### config.mk
export PLATFORM = sky130hd
export DESIGN_NAME = instr_mem_loader
export DESIGN_NICKNAME = d
export VERILOG_FILES = /design/src/rtl/instr_mem_loader_pkg.sv /design/src/rtl/instr_mem_loader_ram.sv /design/src/rtl/instr_mem_loader.sv
export SDC_FILE = /design/constraint.sdc
export NUM_CORES = 1
export LEC_CHECK = 0
export CORE_MARGIN = 4
export CORE_UTILIZATION = 55
export DETAILED_ROUTE_END_ITERATION = 10
export DONT_BUFFER_PORTS = 1
export PLACE_DENSITY = 0.8
export SYNTH_ARGS = -nofsm -noshare
export SYNTH_HDL_FRONTEND = slang
export SYNTH_SLANG_ARGS = --single-unit
### constraint.sdc
create_clock -name clk -period 3.2 [get_ports clk]
set_clock_uncertainty 0.15 [all_clocks]
set_input_delay 0.64 -clock clk [delete_from_list [all_inputs] [get_ports clk]]
set_output_delay 0.64 -clock clk [all_outputs]
set_load 0.02 [all_outputs]
### src/rtl/instr_mem_loader_pkg.sv
// Shared types and constants for the loadable instruction memory.
package instr_mem_loader_pkg;

  localparam int DEPTH  = 16;
  localparam int ADDR_W = 4;
  localparam int DATA_W = 16;

  localparam logic [DATA_W-1:0] RESET_WORD = 16'h0000;

  typedef enum logic [1:0] {
    IDLE   = 2'd0,
    GET_HI = 2'd1,
    GET_LO = 2'd2,
    DONE   = 2'd3
  } state_e;

endpackage

### src/rtl/instr_mem_loader_ram.sv
// DEPTH x DATA_W register array: one synchronous write port, one combinational read port.
module instr_mem_loader_ram
  import instr_mem_loader_pkg::*;
#(
  parameter int DEPTH  = instr_mem_loader_pkg::DEPTH,
  parameter int ADDR_W = instr_mem_loader_pkg::ADDR_W,
  parameter int DATA_W = instr_mem_loader_pkg::DATA_W
) (
  input  logic              clk,
  input  logic              rst_n,
  input  logic              we,
  input  logic [ADDR_W-1:0] waddr,
  input  logic [DATA_W-1:0] wdata,
  input  logic [ADDR_W-1:0] rd_addr,
  output logic [DATA_W-1:0] rd_data
);

  logic [DATA_W-1:0] mem_q [DEPTH];

  // Reset clears the whole array so a half-loaded program never survives rst_n.
  always_ff @(posedge clk or negedge rst_n) begin
    if (!rst_n) begin
      for (int i = 0; i < DEPTH; i++) begin
        mem_q[i] <= RESET_WORD;
      end
    end else if (we) begin
      mem_q[waddr] <= wdata;
    end
  end

  assign rd_data = mem_q[rd_addr];

endmodule

### src/rtl/instr_mem_loader.sv
// Byte-stream loader for the instruction memory: assembles big-endian words,
// writes them from address 0 upward and stalls the core until DEPTH words land.
module instr_mem_loader
  import instr_mem_loader_pkg::*;
#(
  parameter int DEPTH  = instr_mem_loader_pkg::DEPTH,
  parameter int ADDR_W = instr_mem_loader_pkg::ADDR_W,
  parameter int DATA_W = instr_mem_loader_pkg::DATA_W
) (
  input  logic              clk,
  input  logic              rst_n,
  input  logic              load_start,
  input  logic              in_valid,
  input  logic [7:0]        in_byte,
  output logic              in_ready,
  input  logic [ADDR_W-1:0] rd_addr,
  output logic [DATA_W-1:0] rd_instr,
  output logic              cpu_hold,
  output logic              load_done,
  output logic [ADDR_W:0]   word_count,
  output logic [7:0]        checksum
);

  state_e            state_q, state_d;
  logic [7:0]        hi_q, hi_d;
  logic [ADDR_W-1:0] ptr_q, ptr_d;
  logic [ADDR_W:0]   wc_q, wc_d;
  logic [7:0]        cs_q, cs_d;
  logic              in_ready_q, in_ready_d;
  logic              cpu_hold_q, cpu_hold_d;
  logic              load_done_q, load_done_d;
  logic              we;
  logic              accept;

  assign accept = in_valid & in_ready_q;

  always_comb begin
    state_d = state_q;
    hi_d    = hi_q;
    ptr_d   = ptr_q;
    wc_d    = wc_q;
    cs_d    = cs_q;
    we      = 1'b0;
    // load_start wins over a byte accepted on the same edge.
    if (load_start) begin
      state_d = GET_HI;
      hi_d    = 8'h00;
      ptr_d   = '0;
      wc_d    = '0;
      cs_d    = 8'h00;
    end else begin
      case (state_q)
        GET_HI: begin
          if (accept) begin
            hi_d    = in_byte;
            cs_d    = cs_q + in_byte;
            state_d = GET_LO;
          end
        end
        GET_LO: begin
          if (accept) begin
            we      = 1'b1;
            cs_d    = cs_q + in_byte;
            ptr_d   = ptr_q + ADDR_W'(1);
            wc_d    = wc_q + (ADDR_W+1)'(1);
            state_d = (wc_q == (ADDR_W+1)'(DEPTH-1)) ? DONE : GET_HI;
          end
        end
        default: ;
      endcase
    end
    in_ready_d  = (state_d == GET_HI) || (state_d == GET_LO);
    cpu_hold_d  = in_ready_d;
    load_done_d = (state_d == DONE);
  end

  always_ff @(posedge clk or negedge rst_n) begin
    if (!rst_n) begin
      state_q     <= IDLE;
      hi_q        <= 8'h00;
      ptr_q       <= '0;
      wc_q        <= '0;
      cs_q        <= 8'h00;
      in_ready_q  <= 1'b0;
      cpu_hold_q  <= 1'b0;
      load_done_q <= 1'b0;
    end else begin
      state_q     <= state_d;
      hi_q        <= hi_d;
      ptr_q       <= ptr_d;
      wc_q        <= wc_d;
      cs_q        <= cs_d;
      in_ready_q  <= in_ready_d;
      cpu_hold_q  <= cpu_hold_d;
      load_done_q <= load_done_d;
    end
  end

  instr_mem_loader_ram #(
    .DEPTH  (DEPTH),
    .ADDR_W (ADDR_W),
    .DATA_W (DATA_W)
  ) u_ram (
    .clk     (clk),
    .rst_n   (rst_n),
    .we      (we),
    .waddr   (ptr_q),
    .wdata   ({hi_q, in_byte}),
    .rd_addr (rd_addr),
    .rd_data (rd_instr)
  );

  assign in_ready   = in_ready_q;
  assign cpu_hold   = cpu_hold_q;
  assign load_done  = load_done_q;
  assign word_count = wc_q;
  assign checksum   = cs_q;

endmodule
==> qor.yml <==
sta:
  hold_ws_ps: -345
  fmax_ghz: 0.352
  rsz0062_at_grt: "no"
  worst_slack_ps: 358
  finalSetupTns_ps: 0
  hold_violations: 285
  tightest_slew_ps: 889
  finalCritPeriodShare: 0.888
  layout_min_cycle_time_ps: 2840
  setup_viol: 0
  finalMaxSlewViolations: 0
  maxSlewHeadroom: 0.406
placed_design:
  dp_hpwl_mm: 16.4
  port_buffers: 0
  placed_cells: 1099
  gp_congestion: 0.747
  post_dp_cell_area_um2: 13400
  pre_cts_ws_ps: 591
route:
  met2_length_mm: 14.3
  dr.pass1.iters: 5
  routedLengthMet1_mm: 12.4
  num_vias: 7248
  routedWlPerCell_um: 25.2
  drt_drc_violations_left: 0
  viasPerCell: 6.28
  top_layer_used: "met4"
  antenna_left: 0
  drtIter0Drc: 590
  wl_met3_mm: 1.57
  wl_mm: 29.1
finish:
  antenna_cells: 0
  area.growth.synth_to_final_pct: 8.53
  stdcell_area_um2: 14300
  mostFrequentLayoutCells: "285 x dfrtp_1, 246 x mux2_2, 80 x mux4_2"
  mostFrequentLayoutCell: "dfrtp_1"
  fin_util: 0.609
  drive_gt1_frac: 0.497
  final_cells: 1154
  nNetsFinal: 846
die:
  fp-row-count: 56
  fp.dieW_um: 163
  initial_core_util: 0.562
  coreArea_um2: 23500
  die_area_um2: 26600
  ioPinCount: 48
  die_h_um: 163
critical_path:
  r2r_end: "u_ram.mem_q[209]$_DFFE_PN0P_"
  slowest_delay_ps: 580
  end_kind: "output port"
  rr_worst_depth: 7
  cp_max_fo: 2
  cp_common_cell: "mux4_2"
  critPathSlowestCell: "mux4_2"
  cp-start-kind: "register"
  r2r-start: "state_q[0]$_DFF_PN0_"
  reg2reg_slack_ps: 620
  crit_chain: "mux4_2, mux4_2"
  worstPathRequired_ps: 2410
  path_class: "reg2out"
  cp_data_arrival_time_ps: 2050
hold_path:
  min_path_type: "in2async"
logic_synthesis:
  ys_warn_count: 0
  yosys.area.top_type_share: 0.539
  ys_ff_latch: 285
  synth_nets: 863
  synth_cell_types: 45
  syn_area_um2: 13200
  syn_avg_cell_area_um2: 15.9
  syn_inst: 830
  yosysTopAreaCell: "dfrtp_1"
  synth_area_leaders: "dfrtp_1 54%, mux2_2 21%, mux4_2 14%, ha_1 1.5%, mux2_4 1.1%"
  yosysSeqAreaShare: 0.539
grt:
  antenna_found_initial: 0
  grt_overflow: 0
  grt_pass1_vias: 7829
  grt_pass1_wl_mm: 46.1
  grt_max_degree: 286
  gr-usage-all-layers: 0.226
power:
  p_leak_nw: 6.99
  power_mw: 7.79
  irDropWorstVdd_v: 0.000292
  power_density_nw_per_um2: 543
clock_network:
  cts-root-buf: "clkbuf_16"
  cts_buffers: 29
  post_cts_resized: 0
  cts.clk_slew.worst_paths_ps: 60
  clock_latency_ps: 540
  clkSinkCount: 285
  htreeDepth: 1
  hold_buffers: 2
  clockBufferDepth: 3
  post_cts_buffers: 0
  tritoncts: "done"
run_status:
  violations: "hold timing"
  outcome: "finished with violations"
job:
  cap_violations: 0
-- cells by family (layout without fill, tap and decap cells) --
kind of cell,Yosys count,count (layout),share of synthesized area
buf+inv,70,75,0.0284
xor+xnor,8,8,0.00530
compound gates,26,26,0.0125
simple gates,79,79,0.0338
flops,285,285,0.539
fa+ha+maj,17,17,0.0167
mux,345,345,0.364
-- state kept, by name (all words and copies together), names as in the netlist --
signal / flops
load_done: 1
word_count: 5
ptr_q: 4
state_q: 2
u_ram.mem_q: 256
hi_q: 8
checksum: 8
cpu_hold: 1
-- worst max path at each step --
stage	startpoint	endpoint	cells past startpoint
6_report	u_ram.mem_q[206]$_DFFE_PN0P_	rd_instr[14]	2
4_1_cts	u_ram.mem_q[205]$_DFFE_PN0P_	rd_instr[13]	2
3_3_place_gp	rd_addr[0]	rd_instr[3]	2
5_1_grt	u_ram.mem_q[205]$_DFFE_PN0P_	rd_instr[13]	2
2_1_floorplan	rd_addr[0]	rd_instr[10]	4
3_5_place_dp	load_start	u_ram.mem_q[209]$_DFFE_PN0P_	6
-- synthesized netlist by cell type, drive strengths merged --
cell type / n
ha: 16
nor3b: 1
inv: 8
mux2i: 9
nor2: 22
xnor2: 6
nand2b: 2
buf: 43
nand4: 5
mux4: 80
and2: 4
nor4: 1
a21oi: 8
nor4b: 1
clkbuf: 19
a31oi: 1
o21bai: 1
a211oi: 3
nor3: 6
a21o: 2
nand2: 25
or4: 3
nand3b: 2
a31o: 1
a221oi: 1
mux2: 256
and3: 2
o211ai: 3
xor2: 2
nand3: 5
dfrtp: 285
fa: 1
a211o: 1
o21ai: 5
-- cell type report --
type                    count  area, um2
fillers                  1710       9190
well taps                 319        399
multi-input cells         475       5710
flip-flops and latches    285       7130
repair buffers             14        110
clock inverters            11        109
inverters                   8       30.0
clock buffers              42        855
-- report_power, final --
group          total, mW  internal (mW)  switching, mW
registers           3.92           3.72          0.196
clock network       3.37           2.01           1.37
logic              0.499          0.267          0.232
total               7.79           5.99           1.80
-- layer usage --
metal	up-vias	global-route usage
li1	3061	-
met1	3912	0.315
met2	217	0.379
met3	58	0.0326
met4	0	0.0610
met5	-	0
-- worst max-delay path, delay by kind of cell (launching register included) --
family / cells / cell delay [ps]
mux: 2 / 1110
flops: 1 / 400
Power figures use the tool's default switching activity.
